==> src/rtl/if_stage_if.sv <==
// Fetch-stage bus: hazard/redirect controls, instruction memory port and IF/ID outputs.
interface if_stage_if;
  logic        en;
  logic        redirect;
  logic [31:0] redirect_pc;
  logic [31:0] imem_addr;
  logic [31:0] imem_rdata;
  logic [31:0] pc_id;
  logic [31:0] pc4_id;
  logic [31:0] instr_id;
  logic        valid_id;
  logic        misalign;
  logic [31:0] stall_cnt;
  logic [31:0] squash_cnt;

  modport slave (
    input  en, redirect, redirect_pc, imem_rdata,
    output imem_addr, pc_id, pc4_id, instr_id, valid_id, misalign, stall_cnt, squash_cnt
  );

  modport master (
    output en, redirect, redirect_pc, imem_rdata,
    input  imem_addr, pc_id, pc4_id, instr_id, valid_id, misalign, stall_cnt, squash_cnt
  );
endinterface

==> src/rtl/if_stage.sv <==
// RV32I instruction fetch: PC, synchronous-read imem addressing, IF/ID register and debug counters.
module if_stage #(
  parameter logic [31:0] RESET_PC  = 32'h0000_0000,
  parameter logic [31:0] NOP_INSTR = 32'h0000_0013
) (
  input logic        clk,
  input logic        rst,
  if_stage_if.slave  bus
);

  localparam int unsigned XLEN = 32;

  logic [XLEN-1:0] pc_f_q, pc_f_d;
  logic            boot_q;
  logic [XLEN-1:0] pc_id_q, pc_id_d;
  logic [XLEN-1:0] pc4_id_q, pc4_id_d;
  logic [XLEN-1:0] instr_id_q, instr_id_d;
  logic            valid_id_q, valid_id_d;
  logic            misalign_q, misalign_d;
  logic [XLEN-1:0] stall_cnt_q, stall_cnt_d;
  logic [XLEN-1:0] squash_cnt_q, squash_cnt_d;

  // Next PC; reset pins the memory address to the boot vector while rst is held.
  always_comb begin
    pc_f_d = pc_f_q + XLEN'(4);
    if (rst) begin
      pc_f_d = RESET_PC;
    end else if (bus.redirect) begin
      pc_f_d = {bus.redirect_pc[XLEN-1:2], 2'b00};
    end else if (!boot_q) begin
      pc_f_d = RESET_PC;
    end else if (!bus.en) begin
      pc_f_d = pc_f_q;
    end
  end

  assign bus.imem_addr = pc_f_d;

  // IF/ID update and event counters.
  always_comb begin
    pc_id_d      = pc_id_q;
    pc4_id_d     = pc4_id_q;
    instr_id_d   = instr_id_q;
    valid_id_d   = valid_id_q;
    stall_cnt_d  = stall_cnt_q;
    squash_cnt_d = squash_cnt_q;
    misalign_d   = bus.redirect && (bus.redirect_pc[1:0] != 2'b00);

    if (bus.redirect) begin
      instr_id_d = NOP_INSTR;
      valid_id_d = 1'b0;
      if (valid_id_q || boot_q) begin
        squash_cnt_d = squash_cnt_q + XLEN'(1);
      end
    end else if (!bus.en) begin
      stall_cnt_d = stall_cnt_q + XLEN'(1);
    end else if (!boot_q) begin
      instr_id_d = NOP_INSTR;
      valid_id_d = 1'b0;
    end else begin
      instr_id_d = bus.imem_rdata;
      pc_id_d    = pc_f_q;
      pc4_id_d   = pc_f_q + XLEN'(4);
      valid_id_d = 1'b1;
    end
  end

  always_ff @(posedge clk or posedge rst) begin
    if (rst) begin
      pc_f_q       <= RESET_PC;
      boot_q       <= 1'b0;
      pc_id_q      <= RESET_PC;
      pc4_id_q     <= RESET_PC + XLEN'(4);
      instr_id_q   <= NOP_INSTR;
      valid_id_q   <= 1'b0;
      misalign_q   <= 1'b0;
      stall_cnt_q  <= '0;
      squash_cnt_q <= '0;
    end else begin
      pc_f_q       <= pc_f_d;
      boot_q       <= 1'b1;
      pc_id_q      <= pc_id_d;
      pc4_id_q     <= pc4_id_d;
      instr_id_q   <= instr_id_d;
      valid_id_q   <= valid_id_d;
      misalign_q   <= misalign_d;
      stall_cnt_q  <= stall_cnt_d;
      squash_cnt_q <= squash_cnt_d;
    end
  end

  assign bus.pc_id      = pc_id_q;
  assign bus.pc4_id     = pc4_id_q;
  assign bus.instr_id   = instr_id_q;
  assign bus.valid_id   = valid_id_q;
  assign bus.misalign   = misalign_q;
  assign bus.stall_cnt  = stall_cnt_q;
  assign bus.squash_cnt = squash_cnt_q;

endmodule

==> src/flat_wrapper.sv <==
// flat-port wrapper written by rule: the top's interface ports become plain ports
module if_stage_flat 
#(
  parameter logic [31:0] RESET_PC  = 32'h0000_0000,
  parameter logic [31:0] NOP_INSTR = 32'h0000_0013
)
  (clk, rst, bus_en, bus_redirect, bus_redirect_pc, bus_imem_rdata, bus_imem_addr, bus_pc_id, bus_pc4_id, bus_instr_id, bus_valid_id, bus_misalign, bus_stall_cnt, bus_squash_cnt);
  if_stage_if bus_i ();
  input logic clk;
  input logic rst;
  input wire logic [$bits(bus_i.en)-1:0] bus_en;
  input wire logic [$bits(bus_i.redirect)-1:0] bus_redirect;
  input wire logic [$bits(bus_i.redirect_pc)-1:0] bus_redirect_pc;
  input wire logic [$bits(bus_i.imem_rdata)-1:0] bus_imem_rdata;
  output wire logic [$bits(bus_i.imem_addr)-1:0] bus_imem_addr;
  output wire logic [$bits(bus_i.pc_id)-1:0] bus_pc_id;
  output wire logic [$bits(bus_i.pc4_id)-1:0] bus_pc4_id;
  output wire logic [$bits(bus_i.instr_id)-1:0] bus_instr_id;
  output wire logic [$bits(bus_i.valid_id)-1:0] bus_valid_id;
  output wire logic [$bits(bus_i.misalign)-1:0] bus_misalign;
  output wire logic [$bits(bus_i.stall_cnt)-1:0] bus_stall_cnt;
  output wire logic [$bits(bus_i.squash_cnt)-1:0] bus_squash_cnt;
  assign bus_i.en = bus_en;
  assign bus_i.redirect = bus_redirect;
  assign bus_i.redirect_pc = bus_redirect_pc;
  assign bus_i.imem_rdata = bus_imem_rdata;
  assign bus_imem_addr = bus_i.imem_addr;
  assign bus_pc_id = bus_i.pc_id;
  assign bus_pc4_id = bus_i.pc4_id;
  assign bus_instr_id = bus_i.instr_id;
  assign bus_valid_id = bus_i.valid_id;
  assign bus_misalign = bus_i.misalign;
  assign bus_stall_cnt = bus_i.stall_cnt;
  assign bus_squash_cnt = bus_i.squash_cnt;
  if_stage #(.RESET_PC(RESET_PC), .NOP_INSTR(NOP_INSTR)) u_core (.clk(clk), .rst(rst), .bus(bus_i));
endmodule
==> config.mk <==
export PLATFORM = sky130hd
export DESIGN_NAME = if_stage_flat
export DESIGN_NICKNAME = d
export VERILOG_FILES = /design/src/rtl/if_stage_if.sv /design/src/rtl/if_stage.sv /design/src/flat_wrapper.sv
export SDC_FILE = /design/constraint.sdc
export NUM_CORES = 1
export LEC_CHECK = 0
export CAP_MARGIN = 20
export CELL_PAD_IN_SITES_DETAIL_PLACEMENT = 1
export CELL_PAD_IN_SITES_GLOBAL_PLACEMENT = 2
export CORE_UTILIZATION = 29
export CTS_CLUSTER_DIAMETER = 40
export DETAILED_ROUTE_END_ITERATION = 12
export GPL_ROUTABILITY_DRIVEN = 0
export HOLD_SLACK_MARGIN = 0.05
export PLACE_DENSITY = 0.92
export SYNTH_ARGS = -nofsm -noshare
export SYNTH_HDL_FRONTEND = slang
export SYNTH_SLANG_ARGS = --single-unit
==> constraint.sdc <==
create_clock -name clk -period 14.6 [get_ports clk]
set_input_delay 3.65 -clock clk [delete_from_list [all_inputs] [get_ports clk]]
set_output_delay 3.65 -clock clk [all_outputs]
set_load 0.01 [all_outputs]
# Yosys cells after proc, flatten, opt, wreduce, memory -nomap -nowiden
# Cells that the tools add are included.
dict set report classes {
  n_bitwise 2
  n_shift 0
  div_mod_pow 0
  n_reduce_logical 7
  eq_ne 0
  mul 0
  magnitude_cmp 0
  n_addsub 3
  mux 10
}
# cell n
set ops {}
lappend ops {{32-bit two-way mux} 7}
lappend ops {{32-bit by 1-bit adder with 32-bit output, second input constant} 2}
lappend ops {{32-bit by 3-bit adder with 32-bit output, second input constant} 1}
lappend ops {{2-bit AND reduction} 2}
lappend ops {{2-bit nonzero test} 2}
lappend ops {{1-bit two-way mux} 3}
lappend ops {{3-bit AND reduction} 1}
lappend ops {{1-bit inverter} 2}
lappend ops {{1-bit logical AND} 1}
lappend ops {{1-bit logical OR} 1}
dict set report word_totals {
  input_bits 68
  latch_bits 0
  ramBits 0
  regBits 195
  rom_bits 0
  wordCells 31
  n_memories 0
}

# Longest topological paths before layout
dict set report logic_depth {
  word_depth 5
  depth_mapped 7
  mapped_depth_nobuf 6
}

# Least setup slack after synthesis
# Ideal clock, no wire load.
dict set report synth_path {
  path_type {input port to output port}
  start {in rst}
  end {out bus_imem_addr[14]}
  cell_stages 3
  setup_slack_ns 1.979
  arrival_time_ns 8.971
  path_cell_list {inv_1 > nand2_1 > o22ai_1}
}
dict set report synth_via {
  elab_chain_cells 1
}
# item line_no
set synth_rtl {}
lappend synth_rtl {{from (decl)} flat_wrapper.sv:10} ;# input logic rst;
lappend synth_rtl {{32-bit two-way mux} if_stage.sv:26} ;# if (rst) begin
lappend synth_rtl {{to (decl)} flat_wrapper.sv:15} ;# output wire logic [$bits(bus_i.imem_addr)-1:0] bus_imem_addr;
# Every way passes these cells.

# Worst setup path in the final report
dict set report layout_path {
  start {in bus_redirect}
  end {out bus_imem_addr[16]}
}
dict set report layout_via {
  elab_chain_cells 2
}
# item line_no
set layout_rtl {}
lappend layout_rtl {{from (decl)} flat_wrapper.sv:12} ;# input wire logic [$bits(bus_i.redirect)-1:0] bus_redirect;
lappend layout_rtl {{32-bit two-way mux} if_stage.sv:28} ;# end else if (bus.redirect) begin
lappend layout_rtl {{32-bit two-way mux} if_stage.sv:26}
# Every way passes these cells.

==> run metrics <==
number of endpoints failing setup at the final stage 0; total count of max-transition violations in the final report 0; worst slew slack as a fraction of its limit 28.6%; Post-DP Area 11400 um2; slack of the critical path 4480 ps; Synth Net Count 866; summed instance area of the synthesized netlist 8490 um2; largest driver fanout on the critical path 51; status complete, no violations; I/O pin count 262; async set-or-reset flop fraction in the synthesized netlist 100%; part of the cycle the worst path needs 69.3%; register area share after synthesis 57.0%; slew of the pin with the lowest slew margin 1070 ps; post-route setup TNS 0 ps; routed vias 7018; synthesis-to-layout area growth 42.1%; portion of synthesized cell area occupied by the leading cell type 55.7%; Post-CTS Hold Fix Bufs 0; end-of-flow core utilization 41.9%; number of enable flip-flop cells after synthesis 0; Final Instance Area 12100 um2; start of the worst register-to-register path u_core.pc_f_q[2]; Gates resized, CTS repair 0; Worst Skew 23.9 ps; count of routing violations after the opening detailed-route iteration 332; count of placed standard cells in the final layout, fillers left out 1435; cell type contributing the most total cell area after synthesis sky130_fd_sc_hd__dfrtp_1; total count of hold-check failures in the final report 0; antenna diode count 0; data arrival at the endpoint of the critical path 6470 ps; row cnt 62; slack of the worst reg-to-reg path 12090 ps; startpoint-to-endpoint class of the critical path input port to primary output; placed instance count 1400; Num CTS Buffers 17; cell leakage power 5.18 nW; residual DRC count 0; gr usage total 19.5%; maximum number of pins on one net before global-route repair 92; aggregate global routing overflow 0; routed wire length per instance 19.8 um; Critical Path Start Type input port; worst hold path class register to register; number of flip-flops and latches in the synthesized netlist 193; hold path startpoint u_core.bus.squash_cnt[31]; Max Cap Violations 0; Post-CTS Setup Bufs 0; time the final worst path needs with I/O delays and setup 10120 ps; number of clock sinks 193; type of destination of the critical path primary output; Fmax 0.0988 GHz; pre-CTS setup slack 4470 ps; cell types with the largest area share after synthesis sky130_fd_sc_hd__dfrtp_1 (56%), sky130_fd_sc_hd__xnor2_1 (7.5%), sky130_fd_sc_hd__nand2_1 (7.3%), sky130_fd_sc_hd__a22o_1 (4.2%), sky130_fd_sc_hd__xor2_1 (2.9%); TritonCTS clock tree yes; antenna violations before repair 0; HPWL after DPL 19600 um; number of standard cells after synthesis 795; number of nets with antenna violations after routing 0; Unique masters post-synth 55; wire length after detailed routing 28400 um; total of warnings raised by yosys 0; post-route total power 1.32 mW; Via-to-Cell Ratio 4.89; Worst IR Drop VDD 0.0763 mV; list of most frequent post-synthesis cells sky130_fd_sc_hd__dfrtp_1 (189), sky130_fd_sc_hd__nand2_1 (166), sky130_fd_sc_hd__xnor2_1 (73); Horiz. Die Dim 173 um; end of the worst register-to-register path u_core.pc_f_q[22]; RSZ-0062 raised after global routing no; cell with the most instances after synthesis sky130_fd_sc_hd__dfrtp_1; worst endpoint required time 10950 ps; maximum level of the CTS H-tree 4; Mapped Avg Cell Area 10.7 um2; DIE HEIGHT 173 um; final layout net count 1109; dominant synthesized flop cell sky130_fd_sc_hd__dfrtp_1; wire length of the first global-routing pass 45500 um; master cell of the clock root buffer sky130_fd_sc_hd__clkbuf_16; clock-pin slew on the worst setup and hold paths 60 ps; CTS max path bufs 2; power density cells 110 nW/um2; vias in the first global route 7554; die area 30000 um2; starting utilization of the core area 29.5%; Worst Hold Endpoint u_core.bus.squash_cnt[31]; worst hold slack across all endpoints 469 ps; first-pass detailed-route iteration total 4; share of final-layout standard cells stronger than drive strength 1 6.18%; worst skew pair latency 450 ps; hold path depth 1; Worst Reg-to-Reg Cells 6; Core Region 28800 um2; total of buffers placed on input and output ports 261
state kept, by name (all words and copies together), names as in the netlist:
| name | cells |
|---|---|
| u_core.boot_q | 1 |
| u_core.bus.stall_cnt | 32 |
| u_core.pc_f_q | 32 |
| u_core.bus.valid_id | 1 |
| u_core.bus.misalign | 1 |
| u_core.bus.squash_cnt | 32 |
| u_core.bus.pc_id | 30 |
| u_core.bus.pc4_id | 32 |
| u_core.bus.instr_id | 32 |
cell usage in the layout (no fill, tap or decap), types with 14 or more instances in the layout:
cell type | synthesis | final
sky130_fd_sc_hd__clkbuf_16 | 0 | 17
sky130_fd_sc_hd__a22oi_1 | 14 | 14
sky130_fd_sc_hd__o21ai_0 | 21 | 21
sky130_fd_sc_hd__nand2_1 | 166 | 165
sky130_fd_sc_hd__and3_1 | 18 | 18
sky130_fd_sc_hd__clkdlybuf4s50_1 | 0 | 259
sky130_fd_sc_hd__nand3_1 | 43 | 43
sky130_fd_sc_hd__xor2_1 | 28 | 28
sky130_fd_sc_hd__dfrtp_1 | 189 | 189
sky130_fd_sc_hd__nand4_1 | 24 | 24
sky130_fd_sc_hd__and4_1 | 15 | 15
sky130_fd_sc_hd__xnor2_1 | 73 | 73
sky130_fd_sc_hd__a22o_1 | 41 | 41
sky130_fd_sc_hd__nor2_1 | 24 | 22
how the worst max path moves through the flow:
stage                              to  slack (ps)    startpoint
floorplan           bus_imem_addr[14]        1980           rst
global placement    bus_imem_addr[16]        4550  bus_redirect
detailed placement  bus_imem_addr[16]        4470  bus_redirect
CTS                 bus_imem_addr[16]        4470  bus_redirect
global route        bus_imem_addr[16]        4260  bus_redirect
finish              bus_imem_addr[16]        4480  bus_redirect
area by class of cell:
cell class | instances | area [um2]
Tap cell | 384 | 480
Timing Repair Buffer | 271 | 2690
Fill cell | 3131 | 16700
Multi-Input combinational cell | 547 | 3420
Sequential cell | 193 | 4830
Clock inverter | 13 | 140
Inverter | 8 | 37.5
Clock buffer | 19 | 453
per-layer routing:
metal	global-route usage, %	wire, um
met1	25.4	12400
met2	32.0	13800
met3	4.62	1580
met4	6.19	627
met5	0	0
report_power, final:
part | total, mW | leakage, nW | internal (mW) | switching, mW
Combinational | 0.218 | 2.30 | 0.118 | 0.100
Sequential | 0.621 | 2.60 | 0.576 | 0.0448
Clock | 0.484 | 0.281 | 0.251 | 0.232
Total | 1.32 | 5.18 | 0.945 | 0.377
critical path, cell delays in order:
cell and delay (ps):
sky130_fd_sc_hd__buf_2 360, sky130_fd_sc_hd__nand2b_1 390, sky130_fd_sc_hd__nor2_4 390, sky130_fd_sc_hd__buf_4 610, sky130_fd_sc_hd__nand2_1 150, sky130_fd_sc_hd__a21oi_1 270, sky130_fd_sc_hd__clkdlybuf4s50_1 580
cells by family after synthesis:
group | share of synthesized area (%)
simple gates | 18.8
flops | 57.0
compound gates | 9.91
xor+xnor | 10.4
buf+inv | 2.96
mux | 0.516
fa+ha+maj | 0.442
other cells | 0.0442
Power figures use the tool's default switching activity.
